==> config.mk <==
export PLATFORM = sky130hd
export DESIGN_NAME = locked_multicycle_adder
export DESIGN_NICKNAME = d
export VERILOG_FILES = /design/src/rtl/locked_multicycle_adder.sv
export SDC_FILE = /design/constraint.sdc
export NUM_CORES = 1
export LEC_CHECK = 0
export ABC_CLOCK_PERIOD_IN_PS = 5900
export CORE_ASPECT_RATIO = 0.6
export CORE_MARGIN = 5
export CORE_UTILIZATION = 30
export DETAILED_ROUTE_END_ITERATION = 8
export GPL_TIMING_DRIVEN = 1
export PLACE_DENSITY = 0.46
export SLEW_MARGIN = 15
export SYNTH_ARGS = -nofsm -noshare
export SYNTH_HDL_FRONTEND = slang
export SYNTH_SLANG_ARGS = --single-unit
==> constraint.sdc <==
create_clock -name clk_i -period 5.9 [get_ports clk_i]
set_clock_uncertainty 0.15 [all_clocks]
set_input_delay 1.18 -clock clk_i [delete_from_list [all_inputs] [get_ports clk_i]]
set_output_delay 1.18 -clock clk_i [all_outputs]
set_load 0.05 [all_outputs]
==> src/rtl/locked_multicycle_adder.sv <==
// Key-locked adder that processes CHUNK bits per cycle; a wrong key corrupts sum and carry bits.
// Optional feature: define LOCK_OP_COUNT_EN to add the saturating op_cnt_o completion counter.
module locked_multicycle_adder #(
    parameter int                   WIDTH       = 16,
    parameter int                   KEY_WIDTH   = 32,
    parameter int                   CHUNK       = 4,
    parameter logic [KEY_WIDTH-1:0] CORRECT_KEY = 32'h2E798869
) (
    input  logic             clk_i,
    input  logic             rst_i,
    input  logic             key_load_i,
    input  logic             key_bit_i,
    input  logic             start_i,
    input  logic [WIDTH-1:0] add1_i,
    input  logic [WIDTH-1:0] add2_i,
    output logic             busy_o,
    output logic             done_o,
    output logic [WIDTH:0]   result_o
`ifdef LOCK_OP_COUNT_EN
    ,
    output logic [15:0]      op_cnt_o
`endif
);

    localparam int NCH   = WIDTH / CHUNK;
    localparam int IDX_W = (NCH > 1) ? $clog2(NCH) : 1;

    typedef enum logic [1:0] {
        IDLE,
        RUN,
        DONE
    } state_t;

    state_t               state;
    logic [KEY_WIDTH-1:0] key_sr;
    logic [KEY_WIDTH-1:0] key_q;
    logic [WIDTH-1:0]     a_q;
    logic [WIDTH-1:0]     b_q;
    logic [WIDTH-1:0]     sum_q;
    logic [IDX_W-1:0]     idx;
    logic                 carry;

    logic [WIDTH-1:0]     e_vec;
    logic [WIDTH-1:0]     f_vec;
    logic [WIDTH-1:0]     next_sum;
    logic [CHUNK-1:0]     a_c;
    logic [CHUNK-1:0]     b_c;
    logic [CHUNK-1:0]     e_c;
    logic [CHUNK-1:0]     f_c;
    logic [CHUNK-1:0]     s_c;
    logic                 c_out;
    logic                 last_chunk;
    int                   base;

    // Key bits above 2*WIDTH never reach the datapath.
    // NOTE: the ripple chain reuses c_out bit by bit, so it must be a blocking
    // assignment; every variable also gets a default to avoid inferring latches.
    always_comb begin
        e_vec    = key_q[WIDTH-1:0] ^ CORRECT_KEY[WIDTH-1:0];
        f_vec    = key_q[2*WIDTH-1:WIDTH] ^ CORRECT_KEY[2*WIDTH-1:WIDTH];
        base     = int'(idx) * CHUNK;
        a_c      = a_q[base +: CHUNK];
        b_c      = b_q[base +: CHUNK];
        e_c      = e_vec[base +: CHUNK];
        f_c      = f_vec[base +: CHUNK];
        s_c      = '0;
        c_out    = carry;
        for (int j = 0; j < CHUNK; j++) begin
            s_c[j] = a_c[j] ^ b_c[j] ^ c_out ^ e_c[j];
            c_out  = ((a_c[j] & b_c[j]) | (a_c[j] & c_out) | (b_c[j] & c_out)) ^ f_c[j];
        end
        next_sum              = sum_q;
        next_sum[base +: CHUNK] = s_c;
        last_chunk            = (idx == IDX_W'(NCH - 1));
    end

    // NOTE: sequential state uses non-blocking assignments so every register
    // samples pre-edge values regardless of statement order.
    always_ff @(posedge clk_i) begin
        if (rst_i) begin
            key_sr <= '0;
        end else if (key_load_i) begin
            key_sr <= (key_sr << 1) | KEY_WIDTH'(key_bit_i);
        end
    end

    always_ff @(posedge clk_i) begin
        if (rst_i) begin
            state    <= IDLE;
            busy_o   <= 1'b0;
            done_o   <= 1'b0;
            result_o <= '0;
            key_q    <= '0;
            a_q      <= '0;
            b_q      <= '0;
            sum_q    <= '0;
            idx      <= '0;
            carry    <= 1'b0;
        end else begin
            case (state)
                IDLE, DONE: begin
                    done_o <= 1'b0;
                    if (start_i) begin
                        a_q    <= add1_i;
                        b_q    <= add2_i;
                        key_q  <= key_sr;
                        sum_q  <= '0;
                        idx    <= '0;
                        carry  <= 1'b0;
                        busy_o <= 1'b1;
                        state  <= RUN;
                    end else begin
                        state  <= IDLE;
                    end
                end
                RUN: begin
                    sum_q <= next_sum;
                    carry <= c_out;
                    idx   <= idx + 1'b1;
                    if (last_chunk) begin
                        result_o <= {c_out, next_sum};
                        busy_o   <= 1'b0;
                        done_o   <= 1'b1;
                        state    <= DONE;
                    end
                end
                default: begin
                    busy_o <= 1'b0;
                    done_o <= 1'b0;
                    state  <= IDLE;
                end
            endcase
        end
    end

`ifdef LOCK_OP_COUNT_EN
    always_ff @(posedge clk_i) begin
        if (rst_i) begin
            op_cnt_o <= '0;
        end else if (state == RUN && last_chunk && op_cnt_o != 16'hFFFF) begin
            op_cnt_o <= op_cnt_o + 16'd1;
        end
    end
`endif

endmodule

==> Yosys cells after proc, flatten, opt, wreduce, memory -nomap -nowiden <==
Index checks and enable logic that the tools add are counted.
{ "totals": {"register_bits": 136, "out_inout_bits": 19, "word_cells": 85} }
{ "classes": {"addsub": 2, "eq_ne": 5, "shift": 6, "muxes": 13, "bitwise": 40, "reduce_logical": 8} }
{ "ops": {"columns": ["operator", "count"], "rows": [
  ["16-bit by 5-bit variable part select with 4-bit output", 4],
  ["4-bit negator with 33-bit output", 1],
  ["4-bit by 33-bit variable shift with 16-bit output (first input constant)", 1],
  ["4-bit by 33-bit variable part select with 16-bit output", 1],
  ["32-bit by 1-bit bitwise OR with 32-bit output", 1],
  ["16-bit one-hot mux with 2 select lines", 1],
  ["16-bit bitwise mux", 1],
  ["16-bit 2-to-1 mux", 1],
  ["1-bit bitwise XOR", 16],
  ["1-bit AND", 12],
  ["9-bit NOT", 1],
  ["1-bit bitwise OR", 8],
  ["2-bit one-hot mux with 2 select lines", 2],
  ["2-bit AND reduction", 4],
  ["6-bit NOT", 1],
  ["2-bit == test (second input constant)", 2],
  ["1-bit 2-to-1 mux", 4],
  ["2-bit 2-to-1 mux", 2],
  ["2-bit inequality test (second input constant)", 2],
  ["1-bit one-hot mux with 2 select lines", 2],
  ["2-bit OR reduction", 2],
  ["2-bit by 1-bit adder with 2-bit output (second input constant)", 1],
  ["2-bit by 1-bit == test with 1-bit output (second input constant)", 1],
  ["2-bit zero test", 1],
  ["2 further kinds", 2]
]} }

==> Longest topological paths before layout <==
{ "logic_depth": {"depth_word": 18, "ltp_mapped": 16, "mapped_depth_nobuf": 13} }

==> Least setup slack after synthesis <==
Ideal clock, no wire load.
{ "synth_path": {"path_type": "reg-to-reg", "start": "register idx[1]", "end": "register result_o[3]", "arrival_time_ns": 3.885, "required_ns": 5.628, "setup_slack_ns": 1.744, "stages_incl_launch_ff": 14, "path_buffers": 2, "synth_period_minus_slack_ns": 4.156, "path_cell_list": "dfxtp_1 > buf_2 > buf_1 > mux4_2 > inv_1 > fa_1 > xnor2_1 > fa_1 > xnor2_1 > fa_1 > xnor2_1 > fa_1 > xor2_1 > a221o_1"} }
{ "synth_via": {"elab_chain_cells": 17} }
{ "synth_lines": {"columns": ["element", "line_no", "source"], "rows": [
  ["start, declared", "40", "logic [IDX_W-1:0] idx;"],
  ["start signal, assigned", "119", "idx <= idx + 1'b1;"],
  ["16-bit by 5-bit variable part select with 4-bit output (on tied branches)", "62, 63", null],
  ["1-bit AND", "70", "c_out = ((a_c[j] & b_c[j]) | (a_c[j] & c_out) | (b_c[j] & c_out)) ^ f_c[j];"],
  ["1-bit bitwise OR (2 in series)", "70", null],
  ["1-bit bitwise XOR", "70", null],
  ["1-bit AND", "70", null],
  ["1-bit bitwise OR (2 in series)", "70", null],
  ["1-bit bitwise XOR", "70", null],
  ["1-bit AND", "70", null],
  ["1-bit bitwise OR (2 in series)", "70", null],
  ["1-bit bitwise XOR", "70", null],
  ["1-bit bitwise XOR (2 in series)", "69", "s_c[j] = a_c[j] ^ b_c[j] ^ c_out ^ e_c[j];"],
  ["4-bit by 33-bit variable part select with 16-bit output", "73", "next_sum[base +: CHUNK] = s_c;"],
  ["16-bit bitwise mux", "73", null],
  ["end signal, assigned", "121", "result_o <= {c_out, next_sum};"],
  ["end, declared", "18", "output logic [WIDTH:0] result_o"]
]} }
Several ways; a longest one is shown, not always the timed one.
A chain may end at the register's enable or synchronous reset.

==> Worst setup path in the final report <==
Same ends and word-level chain as after synthesis.

==> results.sh <==
export IMPL_cts_buffer_depth=2
export IMPL_max_freq_mhz=239
export IMPL_die_width_um=188
export IMPL_clkSlewWorstSetupHoldPaths_ns=0.06
export IMPL_fillers=1916
export IMPL_register_area_sq_um=2720
export IMPL_final_antenna_net_count=0
export IMPL_async_flop_share_pct=0
export IMPL_hold_class="reg2reg"
export IMPL_drt_initial_drc_count=273
export IMPL_grt_max_degree=68
export IMPL_die_y_um=117
export IMPL_setup_viol=0
export IMPL_cts_setup_buffers=0
export IMPL_grt_pass1_vias=4423
export IMPL_place_congestion=0.774
export IMPL_rsz0062_at_grt="false"
export IMPL_instances_no_fill=931
export IMPL_r2r_setup_slack_ns=1.71
export IMPL_yosysSeqAreaShare_pct=47.5
export IMPL_worstPathRequired_ns=6.05
export IMPL_ios=56
export IMPL_ys_warn_count=0
export IMPL_dieArea_sq_um=22000
export IMPL_clock_tree_root_cell="clkbuf_16"
export IMPL_antenna_found_initial=0
export IMPL_setup_tns_ns=0
export IMPL_powerDensity_nw_per_um2=324
export IMPL_r2r_cells=12
export IMPL_timing_slew_headroom_pct=33.9
export IMPL_fin_crit_ns=4.19
export IMPL_synth_nets=683
export IMPL_pre_cts_slack_ns=1.72
export IMPL_place_inst=900
export IMPL_drv_cap=0
export IMPL_vias=4485
export IMPL_syn_cell_area_sq_um=5730
export IMPL_grt_pass1_wl_um=23300
export IMPL_drt_total_wl_um=14300
export IMPL_synth_most_common_cell="nand2_1"
export IMPL_vias_per_cell=4.82
export IMPL_rows=39
export IMPL_core_area_sq_um=18900
export IMPL_yosys_area_top_type="dfxtp_1"
export IMPL_area_growth_pct=23.2
export IMPL_h_tree_depth=4
export IMPL_power_total_mw=2.29
export IMPL_hold_buffers=0
export IMPL_timing_final_crit_share_pct=71.0
export IMPL_slew_violations=0
export IMPL_drive_gt1_share_pct=9.20
export IMPL_numPortBuffers=55
export IMPL_critPathLaunch="idx[1]$_SDFFE_PP0P_"
export IMPL_max_vdd_ir_drop_uv=226
export IMPL_path_max_fanout=19
export IMPL_start_kind="flip-flop"
export IMPL_endpoint="result_o[3]$_SDFFE_PP0P_"
export IMPL_numCtsBuffers=17
export IMPL_status="finished clean"
export IMPL_reg2reg_from="idx[1]$_SDFFE_PP0P_"
export IMPL_utilization_pct=37.4
export IMPL_ys_types=51
export IMPL_cts_resized=0
export IMPL_grt_use_total_pct=13.3
export IMPL_leakage_nw=2.53
export IMPL_dpl_hpwl_um=9920
export IMPL_finalWorstSetupSlack_ns=1.71
export IMPL_max_slew_worst_pin_slew_ns=0.992
export IMPL_cts_tree="built"
export IMPL_hold_viol_final=0
export IMPL_yosys_most_used_dff="dfxtp_1"
export IMPL_start_util_pct=30.3
export IMPL_insertion_delay_ns=0.42
export IMPL_synth_top_area_share_pct=47.5
export IMPL_antenna_cells=0
export IMPL_worstReg2RegEnd="result_o[3]$_SDFFE_PP0P_"
export IMPL_synthTopCellsByCount="138 x nand2_1, 136 x dfxtp_1, 87 x a21oi_1"
export IMPL_avgRoutedWirePerCell_um=15.4
export IMPL_endpoint_kind="flip-flop"
export IMPL_critical_path_class="reg2reg"
export IMPL_crit_arrival_ns=4.34
export IMPL_cts_sinks=136
export IMPL_hold_start="a_q[7]$_SDFFE_PP0P_"
export IMPL_synth_avg_cell_area_sq_um=9.01
export IMPL_ys_seq_elements=136
export IMPL_syn_inst=636
export IMPL_multi_input_area_sq_um=2720
export IMPL_nets=720
export IMPL_dr_pass1_iters=4
export IMPL_grt_ovfl_total=0
export IMPL_synth_edff_count=0
export IMPL_drc=0
export IMPL_synth_area_leaders="dfxtp_1 48%, nand2_1 9.0%, a21oi_1 7.6%"
==> final cells by class <==
| cell class | count | area share, % |
|---|---|---|
| Sequential cell | 136 | 38.6 |
| Inverter | 28 | 1.56 |
| Multi-Input combinational cell | 430 | 38.6 |
| Tap cell | 246 | 4.36 |
| Clock buffer | 21 | 6.67 |
| Timing Repair Buffer | 60 | 8.23 |
| Clock inverter | 10 | 2.04 |
==> worst min path at each step <==
stage	endpoint	slack [ns]	cells past startpoint
finish	a_q[7]$_SDFFE_PP0P_	0.30	2
detailed placement	b_q[8]$_SDFFE_PP0P_	0.30	2
CTS	b_q[8]$_SDFFE_PP0P_	0.30	2
global route	b_q[5]$_SDFFE_PP0P_	0.32	2
global placement	b_q[8]$_SDFFE_PP0P_	0.30	2
floorplan	key_q[31]$_SDFFE_PP0P_	0.28	2
==> logic make-up (layout without fill, tap and decap cells) <==
group / after synthesis / count (layout) / share of synthesized area [%]
DFF: 136 / 136 / 47.5
AOI/OAI and AO/OA: 141 / 141 / 15.3
buffers and inverters: 70 / 119 / 5.13
adders and majority gates: 10 / 10 / 2.71
and+or+nand+nor: 222 / 222 / 16.7
muxes: 48 / 48 / 11.1
xor gates and xnor gates: 9 / 9 / 1.51
==> critical path: stages, from the launching register on <==
cell	delay, ns
dfxtp_1	0.54
buf_4	0.32
mux4_2	0.22
inv_1	0.05
fa_1	0.43
xnor2_1	0.16
fa_1	0.38
xnor2_1	0.16
fa_1	0.38
xnor2_1	0.19
fa_1	0.50
xor2_1	0.25
a221o_1	0.34
==> cell usage in the layout (no fill, tap or decap), types with 5 or more instances in the layout <==
master,instances
a21oi_1,87
a221o_1,5
a22o_1,16
buf_4,6
clkbuf_16,17
clkdlybuf4s50_1,53
dfxtp_1,136
ha_1,6
inv_1,27
mux2i_1,36
mux4_2,11
nand2_1,138
nand2b_1,6
nor2_1,48
nor3_1,6
o21ai_0,11
xnor2_1,6
==> metal layers <==
layer	global-route usage (%)	routed length (um)
met1	19.2	7420
met2	19.3	5990
met3	4.09	769
met4	3.93	125
met5	0	0
==> flip-flops by register name (all words and copies together) (netlist names) <==
signal	count
a_q	16
b_q	16
busy_o	1
carry	1
done_o	1
idx	2
key_q	32
key_sr	32
result_o	17
state	2
sum_q	16
==> metrics by stage <==
stage | hold slack (ns) | instance area [sq um]
6_report | 0.303 | 7060
5_1_grt | 0.321 | 7060
4_1_cts | 0.304 | 7060
3_5_place_dp | 0.296 | 6440
3_3_place_gp | 0.296 | 6440
2_1_floorplan | 0.281 | 5730
==> power by group <==
group / internal [mW] / switching (mW) / leakage, nW / total [mW]
clock: 0.698 / 0.405 / 0.292 / 1.10
combinational: 0.0879 / 0.141 / 1.14 / 0.229
sequential: 0.938 / 0.0145 / 1.10 / 0.953
total: 1.72 / 0.561 / 2.53 / 2.29
(Power assumes the default switching activity.)
